<file path="config.mk">
export PLATFORM = sky130hd
export DESIGN_NAME = ring_freq_meter
export DESIGN_NICKNAME = d
export VERILOG_FILES = /design/src/rtl/ring_div_pkg.sv /design/src/rtl/sync_2ff.sv /design/src/rtl/ring_freq_meter.sv
export SDC_FILE = /design/constraint.sdc
export NUM_CORES = 1
export LEC_CHECK = 0
export CORE_ASPECT_RATIO = 2
export CORE_MARGIN = 2
export CORE_UTILIZATION = 55
export CTS_BUF_LIST = sky130_fd_sc_hd__clkbuf_8
export DETAILED_ROUTE_END_ITERATION = 16
export HOLD_SLACK_MARGIN = 0.12
export PLACE_DENSITY_LB_ADDON = 0.3
export SKIP_CTS_REPAIR_TIMING = 1
export SLEW_MARGIN = 20
export SYNTH_ARGS = -nofsm -noshare
export SYNTH_HDL_FRONTEND = slang
export SYNTH_HIERARCHICAL = 1
export SYNTH_SLANG_ARGS = --single-unit
</file>
<file path="constraint.sdc">
create_clock -name clk -period 3.34 [get_ports clk]
set_input_delay 0.501 -clock clk [delete_from_list [all_inputs] [get_ports clk]]
set_output_delay 0.501 -clock clk [all_outputs]
set_load 0.01 [all_outputs]
</file>
<file path="src/rtl/ring_div_pkg.sv">
// Shared constants and FSM state type for the ring-oscillator divider/meter blocks.
package ring_div_pkg;

   localparam int unsigned N_TAPS        = 7;
   localparam int unsigned SYNC_STAGES   = 2;
   localparam int unsigned SETTLE_CYCLES = 2;

   typedef enum logic [1:0] {
      IDLE,
      SETTLE,
      GATE,
      DONE
   } state_e;

endpackage

</file>
<file path="src/rtl/sync_2ff.sv">
// Single-bit clock-domain-crossing synchronizer, resets to 0.
module sync_2ff
   import ring_div_pkg::*;
(
   input  logic clk,
   input  logic rst_n,
   input  logic d,
   output logic q
);

   logic [SYNC_STAGES-1:0] stg_d;
   logic [SYNC_STAGES-1:0] stg_q;

   // Shift the asynchronous input through the synchronizer chain.
   always_comb begin
      stg_d = {stg_q[SYNC_STAGES-2:0], d};
   end

   // Synchronizer flops.
   always_ff @(posedge clk or negedge rst_n) begin
      if (!rst_n) begin
         stg_q <= '0;
      end else begin
         stg_q <= stg_d;
      end
   end

   assign q = stg_q[SYNC_STAGES-1];

endmodule

</file>
<file path="src/rtl/ring_freq_meter.sv">
// Counts rising edges of one synchronized divided ring-oscillator clock over a
// fixed window of system clocks and publishes the (saturating) result.
module ring_freq_meter
   import ring_div_pkg::*;
#(
   parameter int unsigned N_TAPS      = ring_div_pkg::N_TAPS,
   parameter int unsigned CNT_W       = 16,
   parameter int unsigned GATE_CYCLES = 4096
) (
   input  logic              clk,
   input  logic              rst_n,
   input  logic [N_TAPS-1:0] div_clks,
   input  logic [2:0]        sel,
   input  logic              start,
   output logic              busy,
   output logic              valid,
   output logic [CNT_W-1:0]  count,
   output logic              overflow
);

   // One timer serves both the settle and gate phases.
   localparam int unsigned TMR_W = (GATE_CYCLES > 1) ? $clog2(GATE_CYCLES) : 1;
   localparam logic [TMR_W-1:0] GATE_LOAD   = TMR_W'(GATE_CYCLES - 1);
   localparam logic [TMR_W-1:0] SETTLE_LOAD = TMR_W'(SETTLE_CYCLES - 1);
   localparam logic [CNT_W-1:0] CNT_MAX     = '1;

   logic [N_TAPS-1:0] sync_bus;
   logic              sync_sel;
   logic              rise;

   state_e            state_d, state_q;
   logic [2:0]        sel_d, sel_q;
   logic              busy_d, busy_q;
   logic              valid_d, valid_q;
   logic [TMR_W-1:0]  timer_d, timer_q;
   logic [CNT_W-1:0]  edge_cnt_d, edge_cnt_q;
   logic              ovf_d, ovf_q;
   logic [CNT_W-1:0]  count_d, count_q;
   logic              overflow_d, overflow_q;
   logic              prev_q;

   for (genvar i = 0; i < N_TAPS; i++) begin : g_sync
      sync_2ff u_sync (
         .clk   (clk),
         .rst_n (rst_n),
         .d     (div_clks[i]),
         .q     (sync_bus[i])
      );
   end

   // Tap mux on the synchronized bus; out-of-range selects read as constant 0.
   always_comb begin
      sync_sel = 1'b0;
      if (32'(sel_q) < N_TAPS) begin
         sync_sel = sync_bus[sel_q];
      end
      rise = sync_sel & ~prev_q;
   end

   // Measurement FSM, gate timer and saturating edge counter.
   always_comb begin
      state_d    = state_q;
      sel_d      = sel_q;
      busy_d     = busy_q;
      valid_d    = 1'b0;
      timer_d    = timer_q;
      edge_cnt_d = edge_cnt_q;
      ovf_d      = ovf_q;
      count_d    = count_q;
      overflow_d = overflow_q;
      unique case (state_q)
         IDLE: begin
            if (start) begin
               sel_d      = sel;
               busy_d     = 1'b1;
               edge_cnt_d = '0;
               ovf_d      = 1'b0;
               timer_d    = SETTLE_LOAD;
               state_d    = SETTLE;
            end
         end
         SETTLE: begin
            // prev_q catches up with the newly selected tap here, so no false edge.
            if (timer_q == '0) begin
               timer_d = GATE_LOAD;
               state_d = GATE;
            end else begin
               timer_d = timer_q - TMR_W'(1);
            end
         end
         GATE: begin
            if (rise) begin
               if (edge_cnt_q == CNT_MAX) begin
                  ovf_d = 1'b1;
               end else begin
                  edge_cnt_d = edge_cnt_q + CNT_W'(1);
               end
            end
            if (timer_q == '0) begin
               state_d = DONE;
            end else begin
               timer_d = timer_q - TMR_W'(1);
            end
         end
         DONE: begin
            count_d    = edge_cnt_q;
            overflow_d = ovf_q;
            valid_d    = 1'b1;
            busy_d     = 1'b0;
            state_d    = IDLE;
         end
         default: begin
            state_d = IDLE;
         end
      endcase
   end

   // State, counter and result registers.
   always_ff @(posedge clk or negedge rst_n) begin
      if (!rst_n) begin
         state_q    <= IDLE;
         sel_q      <= '0;
         busy_q     <= 1'b0;
         valid_q    <= 1'b0;
         timer_q    <= '0;
         edge_cnt_q <= '0;
         ovf_q      <= 1'b0;
         count_q    <= '0;
         overflow_q <= 1'b0;
         prev_q     <= 1'b0;
      end else begin
         state_q    <= state_d;
         sel_q      <= sel_d;
         busy_q     <= busy_d;
         valid_q    <= valid_d;
         timer_q    <= timer_d;
         edge_cnt_q <= edge_cnt_d;
         ovf_q      <= ovf_d;
         count_q    <= count_d;
         overflow_q <= overflow_d;
         prev_q     <= sync_sel;
      end
   end

   assign busy     = busy_q;
   assign valid    = valid_q;
   assign count    = count_q;
   assign overflow = overflow_q;

endmodule

</file>
* Word-level counts from Yosys, hierarchy flattened
Cells that the tools add are included.
** Word-level totals
- Output and inout port bits :: 19
- Logic and storage cells :: 67
- Input port bits :: 13
- Bits in registers :: 68
** Operators by class
- Equal/unequal tests :: 11
- Reductions and logical operators :: 11
- Add/subtract/negate cells :: 2
- Bitwise gates (word level) :: 2
- Muxes and demuxes :: 22
- Magnitude comparators :: 2
** Operators with widths (number)
- 16-bit two-way mux :: 3
- 12-bit two-way mux :: 3
- 12-bit case mux with 3 select lines :: 1
- 16-bit case mux with 2 select lines :: 1
- 16-bit by 1-bit adder with 16-bit output, second input constant :: 1
- 16-bit == test, second input constant :: 1
- 2-bit != test, second input constant :: 7
- 12-bit logical NOT :: 1
- 12-bit by 1-bit subtractor with 12-bit output, second input constant :: 1
- 2-bit case mux with 4 select lines :: 1
- 4-bit AND reduction :: 2
- 1-bit two-way mux :: 7
- 2-bit two-way mux :: 3
- 3-bit AND reduction :: 2
- 2-bit == test, second input constant :: 2
- 3-bit by 4-bit < comparator with 1-bit output, second input constant :: 1
- 1-bit case mux with 2 select lines :: 2
- 2-bit AND reduction :: 2
- 2-bit nonzero test :: 2
- 1-bit binary-select mux with 3-bit select :: 1
- 3-bit < comparator, second input constant :: 1
- 3-bit nonzero test :: 1
- 2-bit by 1-bit == test with 1-bit output, second input constant :: 1
- 2-bit logical NOT :: 1
- 2 further kinds :: 2

* Depth between registers and ports, before layout
- Word-level depth :: 6
- Mapped depth :: 9
- Mapped depth without buffers :: 7

* By module
Netlist, hierarchy kept.
** By module, submodules not included
- ring_freq_meter :: instances 1, cells an instance 304, seq. area each 1351.3 sq um, area an instance 3014.1 sq um
- sync_2ff :: instances 7, cells an instance 2, seq. area each 50.0 sq um, area an instance 50.0 sq um

* Worst setup path before layout
Ideal clock, no wire load.
- Path kind :: register -> register
- Start :: reg state_q[0]
- End :: reg timer_q[9]
- Cell stages (with the launch flop) :: 8
- Library setup time :: 0.087 ns
- Path buffers :: 0
- Slack :: 1.243 ns
- Clock period less this slack :: 2.097 ns
- Data required time :: 3.253 ns
- Arrival :: 2.010 ns
- Cells stage by stage :: dfrtp_1 inv_1 ha_1 nor2b_1 or4b_1 a21o_1 or3_1 o211ai_1
** Between the ends
- Longest elaborated chain between the ends :: 3
- Elaborated cells between the ends (all ways) :: 8
- Classes of those cells :: eq/ne (4); mux (1); reduce/logical (3)
** Ends and longest elaborated chain
- from (decl) :: line ring_freq_meter.sv:31 : state_e state_d, state_q;
- from (signal assigned) :: line ring_freq_meter.sv:132 : state_q <= state_d;
- 2-bit == test, or another cell as far along :: line ring_freq_meter.sv:71 : unique case (state_q)
- 2-bit != test (no line) / 3-bit nonzero test (equally long branches)
- 3-bit AND reduction (no line)
- to (signal assigned) :: line ring_freq_meter.sv:136 : timer_q <= timer_d;
- to (decl) :: line ring_freq_meter.sv:35 : logic [TMR_W-1:0] timer_d, timer_q;
Parallel ways exist; a longest one is shown, timed or not.
A chain may end at the register's enable or synchronous reset.

* Worst setup path in the final report
- Start :: reg state_q[0]
- End :: reg edge_cnt_q[4]
** Between the ends
- Longest elaborated chain between the ends :: 3
- Elaborated cells between the ends (all ways) :: 8
- Classes of those cells :: eq/ne (4); mux (1); reduce/logical (3)
** Ends and longest elaborated chain
- 2-bit == test / 2-bit logical NOT (equally long branches) :: line ring_freq_meter.sv:71
- 2-bit != test (no line) / 2-bit nonzero test (equally long branches)
- 4-bit AND reduction (no line)
- to (signal assigned) :: line ring_freq_meter.sv:137 : edge_cnt_q <= edge_cnt_d;
- to (decl) :: line ring_freq_meter.sv:36 : logic [CNT_W-1:0] edge_cnt_d, edge_cnt_q;
Parallel ways exist; a longest one is shown, timed or not.

==> qor.txt <==
status -> completed
post-route core utilization -> 0.651
Combinational Power Share -> 0.038
number of cell rows -> 40
antenna cells -> 0
Worst Hold Path EP -> g_sync[5].u_sync/stg_q[1]
Reg power frac -> 0.559
fraction of registers with async set or reset after synthesis -> 1.00
Min-Delay Path Class -> register to register
share of cells above drive strength 1 -> 0.137
Synth Cell Area -> 0.00336 mm2
largest net degree at the start of global routing -> 56
DRT iter0 DRCs -> 164
number of primary I/O pins -> 32
drt wl/cell -> 18.2 um
CP dominant cell by count -> inv_1
peak supply drop -> 0.298 mV
TritonCTS clock tree -> done
Hold Crit Depth -> 0
CP Cell Sequence -> inv_1 -> ha_1 -> inv_1 -> o21a_1 -> or2_2 -> or4_1 -> o211ai_1
core area -> 0.00596 mm2
syn_nets -> 338
top cell type's share of synthesized area -> 0.506
r2r startpoint -> state_q[0]
via count -> 2707
dpl hpwl -> 5.46 mm
maximum net fanout on the critical path -> 23
RSZ-0062 raised after global routing -> false
Initial Util -> 0.565
EDFF count, synth -> 0
DIE WIDTH -> 59.3 um
Final Hold Fails -> 0
worst stage delay on the critical path -> 0.58 ns
Most used DFF post-synth -> dfrtp_1
H-tree Lvls -> 3
power per cell area -> 386 mW/mm2
DIE HEIGHT -> 115 um
Critical Path RT -> 3.63 ns
Worst-Margin Slew -> 0.804 ns
DRC Markers -> 0
global-route usage over all layers -> 0.249
synthesized flop and latch total -> 68
CP endpoint kind -> register
yosys warns -> 6
post-synthesis sequential area ratio -> 0.506
initial antenna violation count -> 0
R2R Setup Slk -> 0.67 ns
Leakage Power -> 1.85 nW
WS Path Type -> register to register
Post-Route Setup TNS -> 0 ns
Yosys cell types -> 55
Rel. slew slack -> 0.460
gate count of the mapped netlist -> 318
Root Driver -> clkbuf_8
Layout area overhead -> 15.3%
syn avg cell area -> 10.6 um2
power share of the clock group -> 0.403
# setup viols final -> 0
Pint -> 1.15 mW
placed insts -> 404
PortBufs -> 31
total wire length -> 7.63 mm
FF-to-FF End -> edge_cnt_q[4]
Layout Skew -> 0.0111 ns
CTS clk-pin slew, worst paths -> 0.07 ns
CP max stage cell -> or4_1
Inserted Clock Buffers -> 9
most frequent cell after synthesis -> dfrtp_1
Finished Layout Cells -> 420
Max Slew Vio Count -> 0
Yosys top cell by area -> dfrtp_1
first-pass GRT wire length -> 12.3 mm
final instance area -> 0.00388 mm2
grt total ovfl -> 0
CTS Sinks -> 68
full die area -> 0.00680 mm2
Final ANT Viol Nets -> 0
Synth area leaders -> dfrtp_1 51%, mux2_2 6.7%, o211ai_1 3.3%
via-per-instance ratio -> 6.45
worst r2r path cells -> 7
max-cap violation count -> 0
fin nets -> 373
switching pwr -> 0.342 mW
clk_lat worst skew -> 0.37 ns
Final period util -> 0.800
vias in the first global route -> 2662
Final GP Congestion -> 0.891
list of most frequent post-synthesis cells -> 68 x dfrtp_1, 29 x nand2_1, 20 x mux2_2, 19 x nand3_1, 17 x nand4_1
clock buffer depth -> 2
Critical Path AT -> 2.96 ns
fill count -> 486
startpoint of the worst hold path -> g_sync[5].u_sync/stg_q[0]
Sw Share -> 0.229
Placed Area -> 0.00370 mm2
highest achievable clock rate -> 374 MHz
startpoint types -> register
drt pass-1 iters -> 4
final worst path period need -> 2.67 ns
[flip-flops by register name, indices dropped and copies added, names as in the netlist, 2 cells and up]
name                 count
count                   16
edge_cnt_q              16
g_sync.u_sync/stg_q     14
sel_q                    3
state_q                  2
timer_q                 12
[stage by stage]
step / power [mW] / hold slack (ns) / setup slack [ns]
5_1_grt: 1.54 / 0.358 / 0.424
4_1_cts: 1.50 / 0.0151 / 0.709
3_5_place_dp: 0.909 / 0.336 / 0.636
6_report: 1.50 / 0.346 / 0.669
2_1_floorplan: 0.871 / 0.205 / 1.24
3_3_place_gp: 0.907 / 0.333 / 0.691
[kinds of logic (layout without fill, tap and decap cells)]
family / count (synthesis) / count (layout) / synth area share
AND/OR/NAND/NOR: 128 / 128 / 0.208
flip-flops: 68 / 68 / 0.506
AO/OA/AOI/OAI: 65 / 65 / 0.141
multiplexers: 25 / 25 / 0.0818
buffers and inverters: 25 / 64 / 0.0379
adder cells (fa/ha/maj): 7 / 7 / 0.0260
[layout make-up]
| class | count | area, um2 | share of cell area |
|---|---|---|---|
| tap | 63 | 78.8 | 0.0203 |
| sequential | 68 | 1700 | 0.439 |
| clock inverter | 4 | 17.5 | 0.00452 |
| clock buffer | 11 | 151 | 0.0390 |
| inverter | 13 | 48.8 | 0.0126 |
| timing repair buffer | 36 | 345 | 0.0890 |
| multi-input combinational | 225 | 1540 | 0.396 |
[layout by cell type (no fill, tap or decap), drive strengths merged, types with 2 or more instances in the layout]
master	synthesis	layout
a211o	2	2
a21boi	2	2
a21o	7	7
a21oi	7	7
a22o	3	3
a22oi	2	2
a31oi	4	4
and2	3	3
and3	7	7
buf	4	5
clkbuf	7	11
clkdlybuf4s50	0	30
clkinv	0	2
dfrtp	68	68
ha	7	7
inv	13	15
mux2	20	20
mux2i	5	5
nand2	29	29
nand2b	5	5
nand3	19	19
nand4	17	17
nor2	11	11
nor2b	3	3
nor3	9	9
nor3b	2	2
nor4	5	5
o211ai	16	16
o21ai	12	12
o31ai	3	3
or2	2	2
or3	4	4
or4	7	7
[critical path, delay by kind of cell (launching register included)]
kind,cells,cell delay [ns]
DFF,1,0.42
and+or+nand+nor,2,1.06
buffers and inverters,2,0.21
AOI/OAI and AO/OA,2,0.35
adders and majority gates,1,0.55
[power by group through the flow]
stage	Combinational (mW)	Sequential (mW)	Clock, mW
floorplan	0.0205	0.850	0
finish	0.0573	0.836	0.603
detailed placement	0.0576	0.851	0
global placement	0.0562	0.851	0
CTS	0.0577	0.836	0.611
global route	0.0633	0.836	0.640
[worst max path at each step]
| stage | start | end | slack [ns] | depth (start not counted) |
|---|---|---|---|---|
| finish | state_q[0] | edge_cnt_q[4] | 0.67 | 7 |
| global route | state_q[0] | edge_cnt_q[11] | 0.42 | 7 |
| CTS | state_q[0] | edge_cnt_q[4] | 0.71 | 7 |
| detailed placement | start | edge_cnt_q[4] | 0.64 | 6 |
| global placement | start | edge_cnt_q[4] | 0.69 | 6 |
| floorplan | state_q[0] | timer_q[9] | 1.24 | 7 |
[per-layer routing]
layer,global-route usage,up-vias,part of all wire
li1,-,1252,-
met1,0.248,1335,0.35
met2,0.430,86,0.56
met3,0.0791,34,0.047
met4,0.148,0,0.038
met5,0,-,0
(Power assumes the default switching activity.)
